$ cat src/rtl/light_sequencer_if.sv
// Control/status bundle between user controls and the light sequencer.
// The master side drives the controls; the sequencer (slave) returns code/busy/done.
interface light_sequencer_if;
    logic       start;
    logic       dir;
    logic       loop;
    logic       pause;
    logic       abort;
    logic [2:0] code;
    logic       busy;
    logic       done;

    modport master (output start, dir, loop, pause, abort, input code, busy, done);
    modport slave  (input start, dir, loop, pause, abort, output code, busy, done);
endinterface

$ cat src/rtl/light_sequencer.sv
// Timed sequencer stepping the 3-bit lamp pattern code up or down every DIV
// active cycles, once or looping, with pause and abort.
module light_sequencer #(
    parameter int unsigned DIV  = 4,
    parameter int unsigned LAST = 7
) (
    input  logic              clk,
    input  logic              rst_n,
    light_sequencer_if.slave  sif
);
    typedef enum logic [1:0] {S_IDLE, S_RUN, S_PAUSE, S_DONE} state_t;

    localparam logic [2:0] LAST_C = 3'(LAST);
    localparam logic [7:0] DIV_M1 = 8'(DIV - 1);

    state_t     state, state_n;
    logic [7:0] cnt, cnt_n;
    logic [2:0] code_q, code_n;
    logic       dir_q, dir_n;
    logic       busy_q, busy_n;
    logic       done_q, done_n;

    logic       at_end;
    logic [2:0] start_code;
    logic [2:0] step_code;

    assign at_end     = dir_q ? (code_q == 3'd0) : (code_q == LAST_C);
    assign start_code = dir_q ? LAST_C : 3'd0;
    assign step_code  = dir_q ? (code_q - 3'd1) : (code_q + 3'd1);

    always_ff @(posedge clk or negedge rst_n) begin
        if (!rst_n) begin
            state  <= S_IDLE;
            cnt    <= 8'd0;
            code_q <= 3'd0;
            dir_q  <= 1'b0;
            busy_q <= 1'b0;
            done_q <= 1'b0;
        end else begin
            state  <= state_n;
            cnt    <= cnt_n;
            code_q <= code_n;
            dir_q  <= dir_n;
            busy_q <= busy_n;
            done_q <= done_n;
        end
    end

    always_comb begin
        state_n = state;
        cnt_n   = cnt;
        code_n  = code_q;
        dir_n   = dir_q;
        busy_n  = busy_q;
        done_n  = 1'b0;
        case (state)
            S_IDLE: begin
                if (sif.start) begin
                    state_n = S_RUN;
                    dir_n   = sif.dir;
                    code_n  = sif.dir ? LAST_C : 3'd0;
                    cnt_n   = 8'd0;
                    busy_n  = 1'b1;
                end
            end
            // The cycle that releases PAUSE counts as active, so paused cycles
            // are simply excluded from the DIV-cycle step period.
            S_RUN, S_PAUSE: begin
                if (sif.abort) begin
                    state_n = S_IDLE;
                    code_n  = 3'd0;
                    cnt_n   = 8'd0;
                    busy_n  = 1'b0;
                end else if (sif.pause) begin
                    state_n = S_PAUSE;
                end else begin
                    state_n = S_RUN;
                    if (cnt == DIV_M1) begin
                        cnt_n = 8'd0;
                        if (!at_end) begin
                            code_n = step_code;
                        end else if (sif.loop) begin
                            code_n = start_code;
                        end else begin
                            state_n = S_DONE;
                            busy_n  = 1'b0;
                            done_n  = 1'b1;
                        end
                    end else begin
                        cnt_n = cnt + 8'd1;
                    end
                end
            end
            S_DONE:  state_n = S_IDLE;
            default: state_n = S_IDLE;
        endcase
    end

    assign sif.code = code_q;
    assign sif.busy = busy_q;
    assign sif.done = done_q;
endmodule

$ cat src/flat_wrapper.sv
// flat-port wrapper written by rule: the top's interface ports become plain ports
module light_sequencer_flat 
#(
    parameter int unsigned DIV  = 4,
    parameter int unsigned LAST = 7
)
  (clk, rst_n, sif_start, sif_dir, sif_loop, sif_pause, sif_abort, sif_code, sif_busy, sif_done);
  light_sequencer_if sif_i ();
  input  logic clk;
  input  logic rst_n;
  input wire logic [$bits(sif_i.start)-1:0] sif_start;
  input wire logic [$bits(sif_i.dir)-1:0] sif_dir;
  input wire logic [$bits(sif_i.loop)-1:0] sif_loop;
  input wire logic [$bits(sif_i.pause)-1:0] sif_pause;
  input wire logic [$bits(sif_i.abort)-1:0] sif_abort;
  output wire logic [$bits(sif_i.code)-1:0] sif_code;
  output wire logic [$bits(sif_i.busy)-1:0] sif_busy;
  output wire logic [$bits(sif_i.done)-1:0] sif_done;
  assign sif_i.start = sif_start;
  assign sif_i.dir = sif_dir;
  assign sif_i.loop = sif_loop;
  assign sif_i.pause = sif_pause;
  assign sif_i.abort = sif_abort;
  assign sif_code = sif_i.code;
  assign sif_busy = sif_i.busy;
  assign sif_done = sif_i.done;
  light_sequencer #(.DIV(DIV), .LAST(LAST)) u_core (.clk(clk), .rst_n(rst_n), .sif(sif_i));
endmodule
$ cat config.mk
export PLATFORM = sky130hd
export DESIGN_NAME = light_sequencer_flat
export DESIGN_NICKNAME = d
export VERILOG_FILES = /design/src/rtl/light_sequencer_if.sv /design/src/rtl/light_sequencer.sv /design/src/flat_wrapper.sv
export SDC_FILE = /design/constraint.sdc
export NUM_CORES = 1
export LEC_CHECK = 0
export CAP_MARGIN = 40
export CORE_MARGIN = 4
export CORE_UTILIZATION = 54
export DETAILED_ROUTE_END_ITERATION = 16
export GPL_TIMING_DRIVEN = 0
export PLACE_DENSITY_LB_ADDON = 0.12
export SLEW_MARGIN = 10
export SYNTH_ARGS = -nofsm -noshare
export SYNTH_HDL_FRONTEND = slang
export SYNTH_SLANG_ARGS = --single-unit
$ cat constraint.sdc
create_clock -name clk -period 2.2 [get_ports clk]
set_input_delay 0.44 -clock clk [delete_from_list [all_inputs] [get_ports clk]]
set_output_delay 0.44 -clock clk [all_outputs]
set_load 0.05 [all_outputs]
; Yosys cells after proc, flatten, opt, wreduce, memory -nomap -nowiden
; Cells that the tools add are included.
[word_totals]
register_bits = 16
latch_bits = 0
ramBits = 0
rom_bits = 0
input_bits = 7
output_inout_bits = 5
word_cells = 64
memories = 0
[op_classes]
n_addsub = 3
mul = 0
div_mod_pow = 0
n_lt_le_gt_ge = 0
n_eq_ne = 11
shifts = 0
muxes = 36
n_bitwise = 0
n_reduce_logical = 8
[op_table]
columns = operator, count
row1 = 8-bit two-way mux, 4
row2 = 3-bit two-way mux, 9
row3 = 8-bit one-hot mux with 2 select lines, 1
row4 = 1-bit two-way mux, 13
row5 = 2-bit two-way mux, 6
row6 = "8-bit by 1-bit adder with 8-bit output, second input constant", 1
row7 = "8-bit by 2-bit equality test with 1-bit output, second input constant", 1
row8 = "3-bit by 2-bit != test with 1-bit output, second input constant", 2
row9 = "3-bit != test, second input constant", 2
row10 = 2-bit one-hot mux with 3 select lines, 1
row11 = 3-bit one-hot mux with 2 select lines, 1
row12 = 6-bit AND reduction, 1
row13 = 5-bit AND reduction, 1
row14 = "2-bit equality test, second input constant", 2
row15 = "4-bit != test, second input constant", 1
row16 = "3-bit by 1-bit adder with 3-bit output, second input constant", 1
row17 = "3-bit equality test, second input constant", 1
row18 = 3-bit logical NOT, 1
row19 = 3-bit AND reduction, 1
row20 = "3-bit by 1-bit subtractor with 3-bit output, second input constant", 1
row21 = "2-bit by 1-bit equality test with 1-bit output, second input constant", 1
row22 = 2-bit logical NOT, 1
row23 = "2-bit != test, second input constant", 1
row24 = 1-bit one-hot mux with 2 select lines, 1
row25 = 3 further kinds, 3

; Depth between registers and ports, before layout
[logic_depth]
ltp_word = 7
depth_mapped = 7
ltp_nobuf = 6

; Worst setup path before layout
; Ideal clock, no wire load.
[synth_path]
path_type = reg2reg
from = register u_core.code_q[2] (netlist: u_core.sif.code[2])
to = register u_core.code_q[0] (netlist: u_core.sif.code[0])
setup_time_ns = 0.128
arrival_ns = 1.943
t_required_ns = 2.072
setup_slack_ns = 0.129
stages_incl_launch_ff = 5
n_path_buf = 0
synth_period_minus_slack_ns = 2.071
path_cell_list = dfrtp_1 or4b_4 a21o_1 a31oi_2 mux2_1
[synth_between]
elab_chain_len = 7
elab_cells_between_ends = 10
cone_classes = 2 x eq/ne / 6 x mux / 2 x reduce/logical
[synth_rtl]
columns = element, line_no
row1 = "start, declared", light_sequencer.sv:18  ; logic [2:0] code_q, code_n;
row2 = "start signal, assigned", light_sequencer.sv:42  ; code_q <= code_n;
row3 = 3-bit equality test / 3-bit logical NOT (equally long branches), light_sequencer.sv:27  ; assign at_end = dir_q ? (code_q == 3'd0) : (code_q == LAST_C);
row4 = 1-bit two-way mux (*), light_sequencer.sv:27
row5 = 3-bit two-way mux, light_sequencer.sv:80  ; if (!at_end) begin
row6 = 3-bit two-way mux, light_sequencer.sv:78  ; if (cnt == DIV_M1) begin
row7 = 3-bit two-way mux, light_sequencer.sv:74  ; end else if (sif.pause) begin
row8 = 3-bit two-way mux, light_sequencer.sv:69  ; if (sif.abort) begin
row9 = 3-bit one-hot mux with 2 select lines, light_sequencer.sv:56  ; case (state)
; Every way passes the cells marked *; elsewhere a longest branch is shown, timed or not. The select of a mux whose other input is x is not followed.
; A chain may end at the register's enable or synchronous reset.

; Worst setup path in the final report
[layout_path]
from = register u_core.code_q[1] (netlist: u_core.sif.code[1])
to = output sif_code[1]
[layout_rtl]
columns = element, line_no
row1 = "end, declared", flat_wrapper.sv:16  ; output wire logic [$bits(sif_i.code)-1:0] sif_code;
; No word-level cell between the ends.

==> metrics.cfg <==
[route]
drc = 0
wl_per_cell_um = 13.6
dr.pass1.iters = 4
routed_wl_um = 1940
route.vias.total = 800
ant_nets = 0
vias_per_cell = 5.59
detailedRoute.firstIterationViolations = 5

[yosys]
synth_edf_count = 0
ys_warn_count = 0
synth.distinct_cells = 40
synth.most_common_cell = dfrtp_1
synth_area_per_cell_um2 = 9.88
synth_top_area_frac = 0.390
synth.area.top_cells = dfrtp_1 39%, xnor2_1 4.3%, ha_1 3.7%, nor2_1 3.3%, mux2_1 3.3%
synthCells = 104
synth-seq-cells = 16
synthFlopType = dfrtp_1
ys_seq_area_frac = 0.390
synthArstFlopShare = 1.00
synth_fp_nets = 115
syn_area_mm2 = 0.00103
synthTopCellsByCount = 16 x dfrtp_1, 9 x nor2_1, 8 x nand2_1
yosysTopAreaCell = dfrtp_1

[clock_network]
clock_latency_ps = 280
cts_tree = yes
cts_buffers = 3
cts_sinks = 16
cts.htree.levels = 1
cts_root_buf = clkbuf_4
clkTransAtPathRegs_ps = 90
cts_hold_buf = 0
clockBufferDepth = 2

[pwr]
power_leakage_nw = 0.488
ir_drop_v = 0.000941
power_density_mw_per_mm2 = 1280
p_total_mw = 1.55

[grt]
grt_max_degree = 17
grt_antenna_before_repair = 0
grt_pass1_wl_um = 3340
track_usage = 0.166
grt_pass1_vias = 814
grt.overflow.total = 0

[sta]
worstMarginPinSlew_ps = 713
fin_crit_sh = 0.953
period_needed_ps = 2100
hold_viol = 0
tns_ps = 0
rsz0062_at_grt = no
max-slew-margin-rel = 0.523
fmax_mhz = 477
setup_ws_ps = 104
skew_ps = 1.53
slew_violations = 0
setup_viol_count_final = 0

[critical_path]
path_buf_inv = 1
reg2reg_from = u_core.state[1]
cp_data_arrival_time_ps = 1660
rrSetupSlack_ps = 130
cp-end-kind = primary output
regToRegEndpoint = u_core.sif.code[2]
crit_path_start_kind = flop
critPathTopFamily = buffers and inverters
cp_cell_sequence = clkdlybuf4s50_1
criticalPathCategory = reg -> out
crit_fanout = 8
r2r_cells = 6
cp_slowest_stage_delay_ps = 860
cp_slowest_cell = clkdlybuf4s50_1
worstPathRequired_ps = 1760

[die]
initial_utilization = 0.582
io_pins = 12
die_w_um = 51.6
dieArea_mm2 = 0.00266
row_count = 15
die_h_um = 51.6
coreArea_mm2 = 0.00176

[final_layout]
antenna_cells = 0
final_util = 0.682
fin_cells = 143
area_growth_pct = 17.2
drive_above_1_share = 0.110
fin_nets = 130

[place]
portBuffers = 11
place_congestion = 0.811
post-place-ws_ps = -85.3
dp_hpwl_um = 1480
placed_cells = 140

[worst_hold_path]
holdPathEnd = u_core.sif.busy
holdCritStartpoint = u_core.sif.busy
hold_class = reg -> reg
min_path_cells = 1

[flow_run]
cap_violations = 0

[run_status]
status = finished clean

repair_timing:
action,in CTS,in global routing
setup endpoints to repair,0,4
gates resized for setup,0,1
buffers inserted,0,0
per-stage QoR:
step | area [um2] | hold WS [ps]
2_1_floorplan | 1030 | 144
6_report | 1200 | 483
3_5_place_dp | 1170 | 471
4_1_cts | 1200 | 488
3_3_place_gp | 1170 | 460
5_1_grt | 1200 | 545
worst max-delay path by stage:
stage / start / endpoint / slack [ps] / cells past startpoint
after floorplan: u_core.sif.code[2] / u_core.sif.code[0] / 130 / 4
after global placement: sif_pause / u_core.sif.code[1] / -70 / 6
after detailed placement: sif_pause / u_core.sif.code[2] / -90 / 6
after CTS: u_core.sif.code[0] / sif_code[0] / 50 / 1
after global routing: u_core.sif.code[2] / sif_code[2] / 40 / 1
final: u_core.sif.code[1] / sif_code[1] / 100 / 1
state kept, by name (all words and copies together) (netlist names):
signal,flops
u_core.cnt,8
u_core.sif.done,1
u_core.sif.busy,1
u_core.state,2
u_core.sif.code,3
u_core.dir_q,1
kinds of logic after synthesis:
logic type	count (synthesis)	synth area share
multiplexers	6	0.0646
buffers and inverters	5	0.0183
XOR/XNOR	6	0.0512
flip-flops	16	0.390
AND/OR/NAND/NOR	47	0.274
adder cells (fa/ha/maj)	4	0.0560
AO/OA/AOI/OAI	20	0.146
report_power, final:
group | total, mW | internal (mW) | switching [mW]
clock network | 0.186 | 0.101 | 0.0857
registers | 0.496 | 0.375 | 0.121
logic | 0.864 | 0.365 | 0.499
layout by cell type, fill, tap and decap left out, types with 3 or more instances in the layout:
master / instances
inv_1: 4
xnor2_1: 5
nand2_1: 8
mux2_1: 3
clkdlybuf4s50_1: 10
clkbuf_4: 3
nor2_1: 9
ha_1: 3
nor2b_1: 3
dfrtp_1: 16
o21ai_0: 5
nor3_1: 4
o21ai_1: 3
nand3_1: 4
layout make-up:
class	count	area [um2]
tap	25	31.3
sequential	16	400
multi-input combinational	83	608
inverter	4	15.0
clock buffer	4	36.3
fill	154	561
timing repair buffer	11	113
layer usage:
layer | global-route usage | up-vias | share of wire
met5 | 0 | - | 0
met4 | 0.0786 | 0 | 0.0087
met3 | 0.0344 | 2 | 0.033
met2 | 0.286 | 14 | 0.48
met1 | 0.195 | 377 | 0.48
li1 | - | 407 | -
No activity file was read; power rests on OpenSTA's default activity.
